===== src/rtl/stopwatch_counter.sv =====
// -----------------------------------------------------------------------------
// stopwatch_counter
//
// MM:SS stopwatch with run/pause and a manual adjust mode. The count is held
// as four BCD digits. It drives four registered active-low 7-segment patterns.
//
// Parameters
//   MIN_MAX      highest minutes value before the minutes wrap to 00 (1..99)
//
// Ports
//   clk          system clock; all state changes on its rising edge
//   rst          synchronous active-high reset
//   tick_1hz     1-clk enable pulse, advances the count in RUN
//   tick_2hz     1-clk enable pulse, advances the selected field in ADJUST
//   adj          level, 1 = adjust mode
//   sel          adjust field select: 0 = minutes, 1 = seconds
//   pause        debounced pause button level; a rising edge toggles pause
//   seg_min_top  7-seg pattern, minutes tens   (bit7 = dp, bits6:0 = gfedcba)
//   seg_min_bot  7-seg pattern, minutes ones
//   seg_sec_top  7-seg pattern, seconds tens
//   seg_sec_bot  7-seg pattern, seconds ones
//   paused       1 while the paused flag is set
// -----------------------------------------------------------------------------
module stopwatch_counter #(
    parameter int MIN_MAX = 59
) (
    input  logic       clk,
    input  logic       rst,
    input  logic       tick_1hz,
    input  logic       tick_2hz,
    input  logic       adj,
    input  logic       sel,
    input  logic       pause,
    output logic [7:0] seg_min_top,
    output logic [7:0] seg_min_bot,
    output logic [7:0] seg_sec_top,
    output logic [7:0] seg_sec_bot,
    output logic       paused
);

    typedef enum logic [1:0] {
        ST_RUN,
        ST_PAUSED,
        ST_ADJUST
    } state_t;

    localparam logic [3:0] MAX_T = 4'(MIN_MAX / 10);
    localparam logic [3:0] MAX_O = 4'(MIN_MAX % 10);
    localparam logic [7:0] SEG_ZERO = 8'hC0;

    // Count digits
    logic [3:0] min_t_q, min_t_d;
    logic [3:0] min_o_q, min_o_d;
    logic [3:0] sec_t_q, sec_t_d;
    logic [3:0] sec_o_q, sec_o_d;

    // Pause handling
    logic paused_q, paused_d;
    logic pause_q,  pause_d;
    logic armed_q,  armed_d;

    // Registered segment outputs
    logic [7:0] seg_min_top_q, seg_min_top_d;
    logic [7:0] seg_min_bot_q, seg_min_bot_d;
    logic [7:0] seg_sec_top_q, seg_sec_top_d;
    logic [7:0] seg_sec_bot_q, seg_sec_bot_d;

    state_t state;

    logic sec_at_max;
    logic min_at_max;
    logic inc_sec;
    logic inc_min;
    logic toggle_req;

    // BCD digit to active-low segment pattern; dp always off, non-BCD blanks.
    function automatic logic [7:0] seg_encode(input logic [3:0] digit);
        logic [7:0] pattern;
        case (digit)
            4'd0:    pattern = 8'hC0;
            4'd1:    pattern = 8'hF9;
            4'd2:    pattern = 8'hA4;
            4'd3:    pattern = 8'hB0;
            4'd4:    pattern = 8'h99;
            4'd5:    pattern = 8'h92;
            4'd6:    pattern = 8'h82;
            4'd7:    pattern = 8'hF8;
            4'd8:    pattern = 8'h80;
            4'd9:    pattern = 8'h90;
            default: pattern = 8'hFF;
        endcase
        return pattern;
    endfunction

    // The mode is fully determined by adj and the paused flag, so the flag
    // register is the only stored state; decoding it combinationally lets adj
    // take effect in the same cycle it changes.
    always_comb begin
        state = ST_RUN;
        if (adj) begin
            state = ST_ADJUST;
        end else if (paused_q) begin
            state = ST_PAUSED;
        end
    end

    always_comb begin
        min_t_d       = min_t_q;
        min_o_d       = min_o_q;
        sec_t_d       = sec_t_q;
        sec_o_d       = sec_o_q;
        paused_d      = paused_q;
        pause_d       = pause;
        armed_d       = armed_q | ~pause;
        inc_sec       = 1'b0;
        inc_min       = 1'b0;

        sec_at_max = (sec_t_q == 4'd5) && (sec_o_q == 4'd9);
        min_at_max = (min_t_q == MAX_T) && (min_o_q == MAX_O);

        // armed_q blocks a "rising edge" that is really a level held through reset.
        toggle_req = pause & ~pause_q & armed_q;

        unique case (state)
            ST_RUN: begin
                if (tick_1hz) begin
                    inc_sec = 1'b1;
                    inc_min = sec_at_max;
                end
                if (toggle_req) begin
                    paused_d = 1'b1;
                end
            end
            ST_PAUSED: begin
                if (toggle_req) begin
                    paused_d = 1'b0;
                end
            end
            ST_ADJUST: begin
                if (tick_2hz) begin
                    if (sel) begin
                        inc_sec = 1'b1;
                    end else begin
                        inc_min = 1'b1;
                    end
                end
            end
            default: begin
                paused_d = paused_q;
            end
        endcase

        if (inc_sec) begin
            if (sec_at_max) begin
                sec_t_d = '0;
                sec_o_d = '0;
            end else if (sec_o_q == 4'd9) begin
                sec_t_d = sec_t_q + 4'd1;
                sec_o_d = '0;
            end else begin
                sec_o_d = sec_o_q + 4'd1;
            end
        end

        if (inc_min) begin
            if (min_at_max) begin
                min_t_d = '0;
                min_o_d = '0;
            end else if (min_o_q == 4'd9) begin
                min_t_d = min_t_q + 4'd1;
                min_o_d = '0;
            end else begin
                min_o_d = min_o_q + 4'd1;
            end
        end

        // Segments follow the stored count, giving one cycle of latency.
        seg_min_top_d = seg_encode(min_t_q);
        seg_min_bot_d = seg_encode(min_o_q);
        seg_sec_top_d = seg_encode(sec_t_q);
        seg_sec_bot_d = seg_encode(sec_o_q);
    end

    always_ff @(posedge clk) begin
        if (rst) begin
            min_t_q       <= '0;
            min_o_q       <= '0;
            sec_t_q       <= '0;
            sec_o_q       <= '0;
            paused_q      <= 1'b0;
            pause_q       <= 1'b0;
            // A pause level still high as reset releases must not count as an edge.
            armed_q       <= ~pause;
            seg_min_top_q <= SEG_ZERO;
            seg_min_bot_q <= SEG_ZERO;
            seg_sec_top_q <= SEG_ZERO;
            seg_sec_bot_q <= SEG_ZERO;
        end else begin
            min_t_q       <= min_t_d;
            min_o_q       <= min_o_d;
            sec_t_q       <= sec_t_d;
            sec_o_q       <= sec_o_d;
            paused_q      <= paused_d;
            pause_q       <= pause_d;
            armed_q       <= armed_d;
            seg_min_top_q <= seg_min_top_d;
            seg_min_bot_q <= seg_min_bot_d;
            seg_sec_top_q <= seg_sec_top_d;
            seg_sec_bot_q <= seg_sec_bot_d;
        end
    end

    assign seg_min_top = seg_min_top_q;
    assign seg_min_bot = seg_min_bot_q;
    assign seg_sec_top = seg_sec_top_q;
    assign seg_sec_bot = seg_sec_bot_q;
    assign paused      = paused_q;

endmodule

===== config.mk =====
export PLATFORM = sky130hd
export DESIGN_NAME = stopwatch_counter
export DESIGN_NICKNAME = d
export VERILOG_FILES = /design/src/rtl/stopwatch_counter.sv
export SDC_FILE = /design/constraint.sdc
export NUM_CORES = 1
export LEC_CHECK = 0
export BUFFER_PORTS_ARGS = -buffer_cell sky130_fd_sc_hd__clkbuf_2
export CORE_MARGIN = 2
export CORE_UTILIZATION = 35
export DETAILED_ROUTE_END_ITERATION = 10
export GPL_ROUTABILITY_DRIVEN = 0
export GPL_TIMING_DRIVEN = 1
export PLACE_DENSITY = 0.51
export SLEW_MARGIN = 20
export SYNTH_ARGS = -nofsm -noshare
export SYNTH_HDL_FRONTEND = slang
export SYNTH_SLANG_ARGS = --single-unit

===== constraint.sdc =====
create_clock -name clk -period 4 [get_ports clk]
set_input_delay 0.8 -clock clk [delete_from_list [all_inputs] [get_ports clk]]
set_output_delay 0.8 -clock clk [all_outputs]
set_load 0.05 [all_outputs]

==> results.md, run 1 <==
* Vias in the first global route at 1651
* Required time at the worst-slack endpoint at 4190 ps
* Pre-antenna DRT Iters at 6
* # placed instances at 368
* Number of buffers and inverters on the critical path at 1
* Residual DRC count at 0
* Post-detailed-route count of antenna-violating nets at 0
* Count of synthesis-stage warnings from yosys at 0
* Half-perimeter wire length after detailed placement at 3077 um
* Die ar. at between 7000 and 8000 um2
* Prevailing post-synth register cell: sky130_fd_sc_hd__dfxtp_1
* DRC marker count from the first detailed-route iteration at 72
* Count of non-filler cells in the finished layout at 376
* Maximum capacitance violations at 0
* Final Hold Vio Count at 0
* Critical path peak fanout at 7
* Final worst-path cycle share at 54.29%
* Die outline height at 85.72 um
* Share of flip-flops with an asynchronous set or reset at 0%
* CTS root buf: sky130_fd_sc_hd__clkbuf_8
* Kind of cell adding the most delay to the critical path: simple AND/OR/NAND/NOR gates
* Total GRT Usage at 12.36%
* Outcome: finished, final reports clean
* Remaining Overflow, GRT at 0
* Clock latency on the worst-skew pair at 300 ps
* Avg Vias per Cell at 4.989
* Post-CTS Setup Inserts at 0
* Setup TNS Final at 0 ps
* Tmin final at 2171 ps
* Number of max-slew violations in the final report at 0
* Syn-to-layout area delta at 10.87%
* Crit-path max cell delay at slightly below 500 ps
* Worst hold slack at 476.8 ps
* WL final at 4428 um
* Highest clock frequency the design can meet at 460.5 MHz
* Core Box Area at ~6400 um2
* Port Buf Inserts at 35
* Number of nets in the layout at about 330
* Die X-Extent at 85.72 um
* Routed length per instance at 11.78 um
* Largest net degree at the start of global routing at 44
* Hold crit path type: flip-flop to flip-flop
* Proportion of layout cells with a drive suffix above 1 at 17.39%
* Mean Syn Cell Area at 8.625 um2
* Kind of end point of the critical path: flip-flop
* Worst Path Arrival at roughly 2400 ps
* Number of standard cells after synthesis at approximately 270
* Number of sinks on the clock net at 47
* Least setup slack across all paths after layout at 1829 ps
* Flip-flop and latch count after synthesis at 47
* Cell-by-cell trace of the critical path: clkbuf_2 > or3b_1 > o31a_1 > nor3_2 > mux2_2
* Number of buffers added by the clock tree synthesis step at 5
* TritonCTS clock tree: done
* Antenna fix cells at 0
* Final setup fails at 0
* Leading cell types in the layout, fill and taps excluded: sky130_fd_sc_hd__dfxtp_1, sky130_fd_sc_hd__clkbuf_2, sky130_fd_sc_hd__a21oi_1
* Setup WS pre-CTS at 1504 ps
* Worst Clk Skew at 4.084 ps
* Fill cell instance count of the final layout at between 600 and 700
* Start-to-end type of the worst setup path: input pin to flip-flop
* Synth top area cells: sky130_fd_sc_hd__dfxtp_1, sky130_fd_sc_hd__ha_1, sky130_fd_sc_hd__a21oi_1, sky130_fd_sc_hd__nor2_1, sky130_fd_sc_hd__nand2_1
* Mapped cell area at 2337 um2
* H-tree levels at 2
* Worst slew pin tran at around 850 ps
* Number of standard-cell rows in the floorplan at 29
* Total non-filler cell area in the finished layout at 2591 um2
* Register area share after synthesis at between 40% and 50%
* Num ports at 40
* Initial cell density of the core at 36.39%
* Initial antenna violation count at 0
* Most area-hungry cell type in the Yosys netlist: sky130_fd_sc_hd__dfxtp_1
* Post-synth top area share at 40.26%
* Leading cell type in the layout, fill and taps excluded: sky130_fd_sc_hd__dfxtp_1
* Number of hold-repair buffers added at the cts stage at 0
* Number of library cell types mapped by synthesis at 41
* Clock-pin slew on the worst setup and hold paths at 90 ps
* EDFF count, synth at 0
* Number of gates resized after CTS at 0
* Total via count in the routed design at 1876
* IR Drop Worst-Case VDD at 125.5 uV
* P per Cell Area at 326.6 nW/um2
* Slowest cell on crit path: sky130_fd_sc_hd__or3b_1
* Static Leak at between 0.001 and 0.0015 uW
* Unrepaired setup endpoints after global routing: no
* First-pass GRT wire length at 7410 um
* Dpl cell area at 2507 um2
* Startpoint types: input pin
* Relative slew slack at 43.34%
* Maximum clock insertion buffer count at 2
## worst reg2reg max path, delay by kind of cell (launching register included)
| kind | cells | cell delay [ps] |
|---|---|---|
| compound gates | 1 | 440 |
| simple gates | 2 | 410 |
| flops | 1 | 400 |
| mux | 1 | 350 |
| fa+ha+maj | 1 | 200 |
| buf+inv | 1 | 150 |
## synth_stat cells (all sizes together) (2+ instances only)
| cell type | count |
|---|---|
| nand4 | 3 |
| a311oi | 6 |
| nand3b | 7 |
| nor3 | 6 |
| mux2i | 3 |
| nor2 | 29 |
| o21a | 4 |
| mux2 | 3 |
| o21bai | 5 |
| a21o | 2 |
| nand2b | 8 |
| a211oi | 2 |
| nor2b | 2 |
| inv | 14 |
| clkbuf | 8 |
| a21oi | 32 |
| nand2 | 21 |
| buf | 9 |
| dfxtp | 47 |
| a31oi | 5 |
| nand3 | 11 |
| o21ai | 12 |
| ha | 20 |
## power breakdown
part	switching, uW	total [uW]	internal, uW
clock network	164	284	120
logic	57.8	80.0	22.2
registers	6.38	483	477
## sequential cells by signal, summed over array words and instances, names as in the netlist
signal       flops
pause_q          1
seg_min_top      7
min_t_q          4
armed_q          1
seg_sec_top      7
min_o_q          4
sec_o_q          4
seg_min_bot      7
sec_t_q          4
seg_sec_bot      7
paused           1
## stage by stage
step	total power (uW)	utilization, %
2_1_floorplan	562.0	-
3_3_place_gp	573.9	39.04
3_5_place_dp	574.3	39.04
4_1_cts	857.2	40.35
5_1_grt	887.4	40.35
6_report	846.4	40.35
## cell type report
| class | count | area (um2) | area share (%) |
|---|---|---|---|
| repair buffers | 35 | 175.2 | 6.760 |
| well taps | 77 | 96.34 | 3.718 |
| clock inverters | 3 | 15.01 | 0.5794 |
| multi-input cells | 195 | 1242 | 47.95 |
| flip-flops and latches | 47 | 940.9 | 36.31 |
| inverters | 14 | 52.55 | 2.028 |
| clock buffers | 5 | 68.82 | 2.656 |
## final timing paths
path                                               from                      end  slack [ps]  depth (start not counted)
worst min register to register          armed_q$_DFF_P_          armed_q$_DFF_P_         480                          2
worst max-delay path                                adj  min_t_q[3]$_SDFFE_PP0P_        1830                          5
worst min-delay path                    armed_q$_DFF_P_          armed_q$_DFF_P_         480                          2
worst max register to register  sec_o_q[1]$_SDFFE_PP0P_  min_t_q[3]$_SDFFE_PP0P_        1950                          6
## logic make-up (layout without fill, tap and decap cells)
family | count (synthesis) | in the layout | synth area share [%]
AOI/OAI and AO/OA | 72 | 72 | 19.27
and+or+nand+nor | 92 | 92 | 19.43
buffers and inverters | 32 | 57 | 7.066
DFF | 47 | 47 | 40.26
muxes | 6 | 6 | 2.730
xor gates and xnor gates | 1 | 1 | 0.3748
adders and majority gates | 20 | 20 | 10.71
other | 1 | 4 | 0.1604
## routing by layer
layer  up-vias  GRT usage (%)  part of all wire (%)
met4         0          4.329                   1.3
met2        32          19.53                    47
met1       866          16.32                    48
met5         -              0                     0
li1        973              -                     -
met3         5          3.272                   3.5
(Power assumes the default switching activity.)
==> run 2, diff against run 1 <==
ABC_AREA = 1   (was not set)
clock period = 2 ns   (was 4 ns; I/O delays follow)
==> run 2 against run 1 <==
Core utilization is 0.77 points higher. Setup slack worse by 1400 ps. Via count is 0.43% lower. Critical endpoint is now min_o_q[1]$_SDFFE_PP0P_. Highest routed layer unchanged. Design area is 0.39% lower. Clock power is 120% higher. Global-route usage is 1.1 points higher. Sequential cell count stayed put. Critical path type is now flip-flop to flip-flop. Die area is 3.7% lower. Critical path depth is 4 higher.
==> results.md, run 2 <==
* Outcome: finished, final reports clean
* Critical register-to-register path startpoint: sec_t_q[1]$_SDFFE_PP0P_
* Maximum capacitance violations at 0 (unchanged)
* Core Box Area at 6277 um2 (-2.3%)
* Area occupied by multi-input gates at 1137 um2 (-8.5%)
* Largest net degree at the start of global routing at 25 (-43%)
* Count of non-filler cells in the finished layout at 400 (+6.4%)
* Maximum clock insertion buffer count at 2 (unchanged)
* Clock-pin slew on the worst setup and hold paths at 80 ps (about the same)
* Total power at 1775 uW (+110%)
* Critical path peak fanout at 8 (+1)
* Proportion of layout cells with a drive suffix above 1 at 17.96% (+0.57 points)
* Register-to-register setup slack at 460 ps (-1490 ps)
* Worst Clk Skew at 3.513 ps (-0.5707 ps)
* Final Hold Vio Count at 0 (unchanged)
* Number of library cell types mapped by synthesis at 29 (-29%)
* Most area-hungry cell type in the Yosys netlist: sky130_fd_sc_hd__dfxtp_1
* Adder-cell share of the synthesized area at 11.14% (+0.43 points)
* Relative slew slack at 57.75% (+14 points)
* Count of synthesis-stage warnings from yosys at 0 (unchanged)
* Die ar. at 7077 um2 (-3.7%)
* Clock latency on the worst-skew pair at 290 ps (about the same)
* Number of sinks on the clock net at 47 (unchanged)
* Setup TNS Final at 0 ps (unchanged)
* Total GRT Usage at 13.42% (+1.1 points)
* Number of standard-cell rows in the floorplan at 29 (unchanged)
* Worst Reg-to-Reg Cells at 9 (+3)
* Final setup fails at 0 (unchanged)
* Die outline height at 84.13 um (-1.9%)
* Mux contribution to synthesized area at 0% (-2.7 points)
* Combinational family with the most area after synthesis: simple AND/OR/NAND/NOR gates
* Launch point of the critical path: sec_t_q[1]$_SDFFE_PP0P_
* First-pass GRT wire length at 7928 um (+7.0%)
* WL final at 4411 um (-0.38%)
* IR Drop Worst-Case VDD at 426.6 uV (+240%)
* Port Buf Inserts at 35 (unchanged)
* # placed instances at 392 (+6.5%)
* Fill cell instance count of the final layout at 683 (+1.2%)
* Highest clock frequency the design can meet at around 650 MHz
* Number of standard cells after synthesis at 286 (+5.5%)
* Mean Syn Cell Area at 7.857 um2 (-8.9%)
* Syn-to-layout area delta at 14.87%
* Worst Path Arrival at 1720 ps (-640 ps)
* Initial antenna violation count at 0 (unchanged)
* Hold crit path type: input pin to flip-flop
* TritonCTS clock tree: done
* Antenna fix cells at 0 (unchanged)
* Unrepaired setup endpoints after global routing: no
* Register area share after synthesis at 41.87% (+1.6 points)
* Initial cell density of the core at 35.80% (-0.59 points)
* Synthesized-area fraction occupied by ao, oa, aoi and oai cells at 14.37% (-4.9 points)
* Number of nets in the layout at 349 (+7.4%)
* Startpoint types: flip-flop
* Synth top area cells: sky130_fd_sc_hd__dfxtp_1, sky130_fd_sc_hd__ha_1, sky130_fd_sc_hd__nand2_1, sky130_fd_sc_hd__a21oi_1, sky130_fd_sc_hd__inv_1
* Total non-filler cell area in the finished layout at 2581 um2 (-0.39%)
* Vias in the first global route at 1750 (+6.0%)
* Parity-gate share of the synthesized area counting xor and xnor cells at 1.169% (+0.79 points)
* Cell types with the highest counts after synthesis: sky130_fd_sc_hd__nand2_1, sky130_fd_sc_hd__dfxtp_1, sky130_fd_sc_hd__a21oi_1
* Tmin final at 1537 ps
* Static Leak at 0.001176 uW (+10%)
* Flip-flop and latch count after synthesis at 47 (unchanged)
* Post-CTS Setup Inserts at 0 (unchanged)
* Number of hold-repair buffers added at the cts stage at 0 (unchanged)
* Kind of end point of the critical path: flip-flop
* Post-synth top area share at 41.87% (+1.6 points)
* Dominant cell by count in the synthesized netlist: sky130_fd_sc_hd__nand2_1
* DRC marker count from the first detailed-route iteration at 33 (-54%)
* Post-detailed-route count of antenna-violating nets at 0 (unchanged)
* H-tree levels at 2 (unchanged)
* CTS root buf: sky130_fd_sc_hd__clkbuf_8
* Total via count in the routed design at 1868 (-0.43%)
* Avg Vias per Cell at 4.670 (-6.4%)
* Number of gates resized after CTS at 0 (unchanged)
* EDFF count, synth at 0 (unchanged)
* Num ports at 40 (unchanged)
* Final worst-path cycle share at 76.86%
* Routed length per instance at 11.03 um (-6.4%)
* Leading cell type in the layout, fill and taps excluded: sky130_fd_sc_hd__nand2_1
* Utilization of the core after routing at 41.12% (+0.77 points)
* Leading cell types in the layout, fill and taps excluded: sky130_fd_sc_hd__nand2_1, sky130_fd_sc_hd__dfxtp_1, sky130_fd_sc_hd__clkbuf_2
* Area used by sequential logic in the layout at 940.9 um2 (unchanged)
* Die X-Extent at 84.13 um (-1.9%)
* Prevailing post-synth register cell: sky130_fd_sc_hd__dfxtp_1
* Required time at the worst-slack endpoint at 2190 ps (-2000 ps)
* Number of buffers added by the clock tree synthesis step at 5 (unchanged)
* Start-to-end type of the worst setup path: flip-flop to flip-flop
* Share of flip-flops with an asynchronous set or reset at 0% (unchanged)
* Worst slew pin tran at 627.1 ps (-222.8 ps)
* Remaining Overflow, GRT at 0 (unchanged)
* Half-perimeter wire length after detailed placement at 3272 um (+6.4%)
* Number of max-slew violations in the final report at 0 (unchanged)
* Residual DRC count at 0 (unchanged)
* Dpl cell area at 2481 um2 (-1.0%)
* P per Cell Area at 687.8 nW/um2 (+110%)
* Fraction of the mapped netlist area in simple logic gates at 23.27% (+3.8 points)
* Pre-antenna DRT Iters at 5 (-1)
* Mapped cell area at 2247 um2 (-3.9%)
* Critical path destination: min_o_q[1]$_SDFFE_PP0P_
* Destination of the worst register-to-register timing path: min_o_q[1]$_SDFFE_PP0P_
[run 2: changes by cell type in the layout (fill, tap and decap cells not counted), moves of 4 or more]
| cell | change |
|---|---|
| sky130_fd_sc_hd__o211ai_1 | +7 |
| sky130_fd_sc_hd__nand3_1 | +10 |
| sky130_fd_sc_hd__inv_1 | +14 |
| sky130_fd_sc_hd__nand2_1 | +30 |
| sky130_fd_sc_hd__o21bai_1 | -5 |
| sky130_fd_sc_hd__a31oi_1 | -5 |
| sky130_fd_sc_hd__a311oi_1 | -6 |
| sky130_fd_sc_hd__nand2b_1 | -8 |
| sky130_fd_sc_hd__nand3b_1 | -4 |
| sky130_fd_sc_hd__nor2_1 | -7 |
[run 2: metal layers]
layer	vias to the layer above	global-route usage, %	part of all wire, %
met2	34	20.78	43
li1	998	-	-
met3	5	3.165	3.9
met5	-	0	0
met1	831	18.43	52
met4	0	4.399	1.1
[run 2: layout make-up]
class,count,share of cell area (%)
flip-flops and latches,47,36.45
well taps,77,3.732
inverters,31,4.508
clock buffers,8,3.878
repair buffers,37,7.368
multi-input cells,200,44.06
[run 2: report_power, final]
part	switching, uW	internal (uW)
clock network	299	316
registers	13.8	957
logic	139	50.4
total	452	1320
[run 2: cell families after synthesis]
family,count (synthesis)
adders and majority gates,20
AOI/OAI and AO/OA,58
buffers and inverters,42
and+or+nand+nor,115
xor gates and xnor gates,3
DFF,47
other,1
[run 2: worst min-delay path by stage]
stage	from	end	slack [ps]	cells past startpoint
2_1_floorplan	armed_q$_DFF_P_	armed_q$_DFF_P_	420	2
3_3_place_gp	armed_q$_DFF_P_	armed_q$_DFF_P_	440	2
3_5_place_dp	armed_q$_DFF_P_	armed_q$_DFF_P_	450	2
4_1_cts	pause	armed_q$_DFF_P_	290	2
5_1_grt	pause	armed_q$_DFF_P_	290	2
6_report	pause	armed_q$_DFF_P_	300	2
[run 2: critical path, cell delays in order (launching register included)]
cell and delay (ps):
sky130_fd_sc_hd__dfxtp_1 330, sky130_fd_sc_hd__inv_1 170, sky130_fd_sc_hd__ha_1 220, sky130_fd_sc_hd__nand3_2 120
sky130_fd_sc_hd__nor2_2 160, sky130_fd_sc_hd__nand2_2 70, sky130_fd_sc_hd__nand2_4 110, sky130_fd_sc_hd__nand2_4 80
sky130_fd_sc_hd__nand2_1 100, sky130_fd_sc_hd__nor2_1 70
[run 2: through the flow]
step | setup WS (ps) | hold WS (ps)
after floorplan | 559.7 | 419.5
after global placement | 499.5 | 443.9
after detailed placement | 475.6 | 452.2
after CTS | 455.1 | 293.6
after global routing | 290.9 | 288.0
final | 462.7 | 301.6
==> run 3, diff against run 2 <==
ABC_AREA = 0   (was 1)
PLACE_DENSITY = 0.53   (was 0.51)
clock period = 1.3 ns   (was 2 ns; I/O delays follow)
==> run 3 against run 2 <==
The flow now finishes with violations (DRC, setup timing). Critical endpoint is now min_t_q[3]$_SDFFE_PP0P_. Count of clock-buffer cells in the layout down 1. Die area increased by 3.8%. Sequential share of layout area fell by 5.8 points. Global-route usage up 1.5 points. First-iteration DRC count increased by 120%. Combinational power rose by 83%. Hold slack worse by 140 ps. Sequential power rose by 52%. Largest power group unchanged. Clock power is 48% higher.
==> results.md, run 3 (same netlist as run 1, synthesis figures left out) <==
* Kind of end point of the critical path: flip-flop
* H-tree levels at 2 (unchanged)
* IR Drop Worst-Case VDD at 404.5 uV (-5.2%)
* Half-perimeter wire length after detailed placement at 3552 um (+8.6%)
* Core Box Area at 6422 um2 (+2.3%)
* Largest net degree at the start of global routing at 19 (-24%)
* Number of nets in the layout at 372 (+6.6%)
* Worst Clk Skew at 5.973 ps (+2.460 ps)
* Pre-antenna DRT Iters at 8 (+3)
* Highest clock frequency the design can meet at 627.8 MHz (-3.5%)
* Final setup fails at 16 (+16)
* Required time at the worst-slack endpoint at 1490 ps (-700 ps)
* Die X-Extent at 85.72 um (+1.9%)
* Vias in the first global route at 1951 (+11%)
* Startpoint types: flip-flop
* Proportion of layout cells with a drive suffix above 1 at 38.15% (+20 points)
* Least setup slack across all paths after layout at -292.8 ps (-755.5 ps)
* Residual DRC count at 3 (+3)
* Syn-to-layout area delta at 33.51%
* Post-detailed-route count of antenna-violating nets at 0 (unchanged)
* Die ar. at 7348 um2 (+3.8%)
* Port Buf Inserts at 35 (unchanged)
* Fill cell instance count of the final layout at 655 (-4.1%)
* Leading cell type in the layout, fill and taps excluded: sky130_fd_sc_hd__buf_4
* Start-to-end type of the worst setup path: flip-flop to flip-flop
* Num ports at 40 (unchanged)
* Number of standard-cell rows in the floorplan at 29 (unchanged)
* Total GRT Usage at 14.91% (+1.5 points)
* Clock-pin slew on the worst setup and hold paths at 90 ps (about the same)
* Worst Path Arrival at 1780 ps (+60 ps)
* Hold crit path type: input pin to flip-flop
* Die outline height at 85.72 um (+1.9%)
* Final worst-path cycle share at 122.5% (+46 points)
* Initial cell density of the core at 36.39% (+0.59 points)
* Clock latency on the worst-skew pair at 300 ps (about the same)
* Setup WS pre-CTS at -400.5 ps (-876.0 ps)
* Remaining Overflow, GRT at 0 (unchanged)
* Critical path peak fanout at 4 (-4)
* Cell-by-cell trace of the critical path: or3b_4 > o31a_1 > nor3_2 > mux2_4
* Violations in the final reports: DRC, setup timing
* Maximum capacitance violations at 0 (unchanged)
* P per Cell Area at 876.9 nW/um2 (+27%)
* Crit-path max cell delay at 400 ps (+70 ps)
* # placed instances at 413 (+5.4%)
* Number of max-slew violations in the final report at 0 (unchanged)
* Outcome: finished with violations
* Final Hold Vio Count at 0 (unchanged)
* DRC marker count from the first detailed-route iteration at 73 (+120%)
* Total via count in the routed design at 2045 (+9.5%)
* Slowest cell on crit path: sky130_fd_sc_hd__or3b_4
* Maximum clock insertion buffer count at 2 (unchanged)
* Count of non-filler cells in the finished layout at 423 (+5.8%)
* Area used by sequential logic in the layout at 955.9 um2 (+1.6%)
* First-pass GRT wire length at 9018 um (+14%)
* CTS root buf: sky130_fd_sc_hd__clkbuf_8
* Routed length per instance at 11.83 um (+7.2%)
* Avg Vias per Cell at 4.835 (+3.5%)
* WL final at 5002 um (+13%)
* TritonCTS clock tree: done
* Initial antenna violation count at 0 (unchanged)
* Antenna fix cells at 0 (unchanged)
* Tmin final at 1593 ps (+55.54 ps)
* Area occupied by multi-input gates at 1375 um2 (+21%)
* Number of sinks on the clock net at 47 (unchanged)
* Unrepaired setup endpoints after global routing: yes
* Static Leak at 0.001355 uW (+15%)
* Number of buffers added by the clock tree synthesis step at 5 (unchanged)
* Leading cell types in the layout, fill and taps excluded: sky130_fd_sc_hd__buf_4, sky130_fd_sc_hd__dfxtp_1, sky130_fd_sc_hd__clkbuf_2
run 3: critical path, delay by kind of cell (launching register included):
| kind | cells | cell delay [ps] |
|---|---|---|
| simple gates | 2 | 540 |
| compound gates | 1 | 290 |
| mux | 1 | 310 |
| flops | 1 | 350 |
run 3: layer usage:
metal	global-route usage, %	part of all wire (%)	up-vias
met5	0	0	-
met4	5.195	0.58	0
met3	2.984	3.7	2
met2	23.93	47	38
met1	19.98	48	929
li1	-	-	1076
run 3: layout make-up:
type	count	share of cell area, %
Multi-Input combinational cell	195	44.07
Sequential cell	47	30.63
Timing Repair Buffer	82	17.60
Tap cell	77	3.087
Clock buffer	7	2.767
Inverter	14	1.684
Clock inverter	1	0.1604
run 3: final timing paths:
check	slack [ps]	to	from	cells past startpoint
setup / recovery	-290	min_t_q[3]$_SDFFE_PP0P_	paused$_SDFFE_PP0P_	4
hold / removal	160	armed_q$_DFF_P_	pause	2
setup reg to reg	-290	min_t_q[3]$_SDFFE_PP0P_	paused$_SDFFE_PP0P_	4
hold reg to reg	470	armed_q$_DFF_P_	armed_q$_DFF_P_	2
run 3: per-stage QoR:
stage / power (uW) / hold WS [ps] / area, um2 / TNS, ps / utilization [%]
floorplan: 1732 / 336.2 / 2365 / -3572 / -
global placement: 1820 / 459.0 / 2853 / -4149 / 44.42
detailed placement: 1824 / 460.8 / 2853 / -4489 / 44.42
CTS: 2765 / 151.2 / 3032 / -3048 / 47.20
global route: 2879 / 148.1 / 3120 / -4463 / 48.59
finish: 2736 / 156.7 / 3120 / -3005 / 48.59
run 3: timing repair:
item	CTS	global route
setup endpoints to repair	16	27
pin swaps	5	10
hold buffers	0	0
gates cloned	0	0
gates resized for setup	22	27
setup buffers	1	3
run 3: power breakdown:
part	internal [uW]	switching [uW]	total [uW]
Sequential	1470	11.4	1480
Combinational	134	214	348
Clock	430	481	911
Total	2030	707	2740
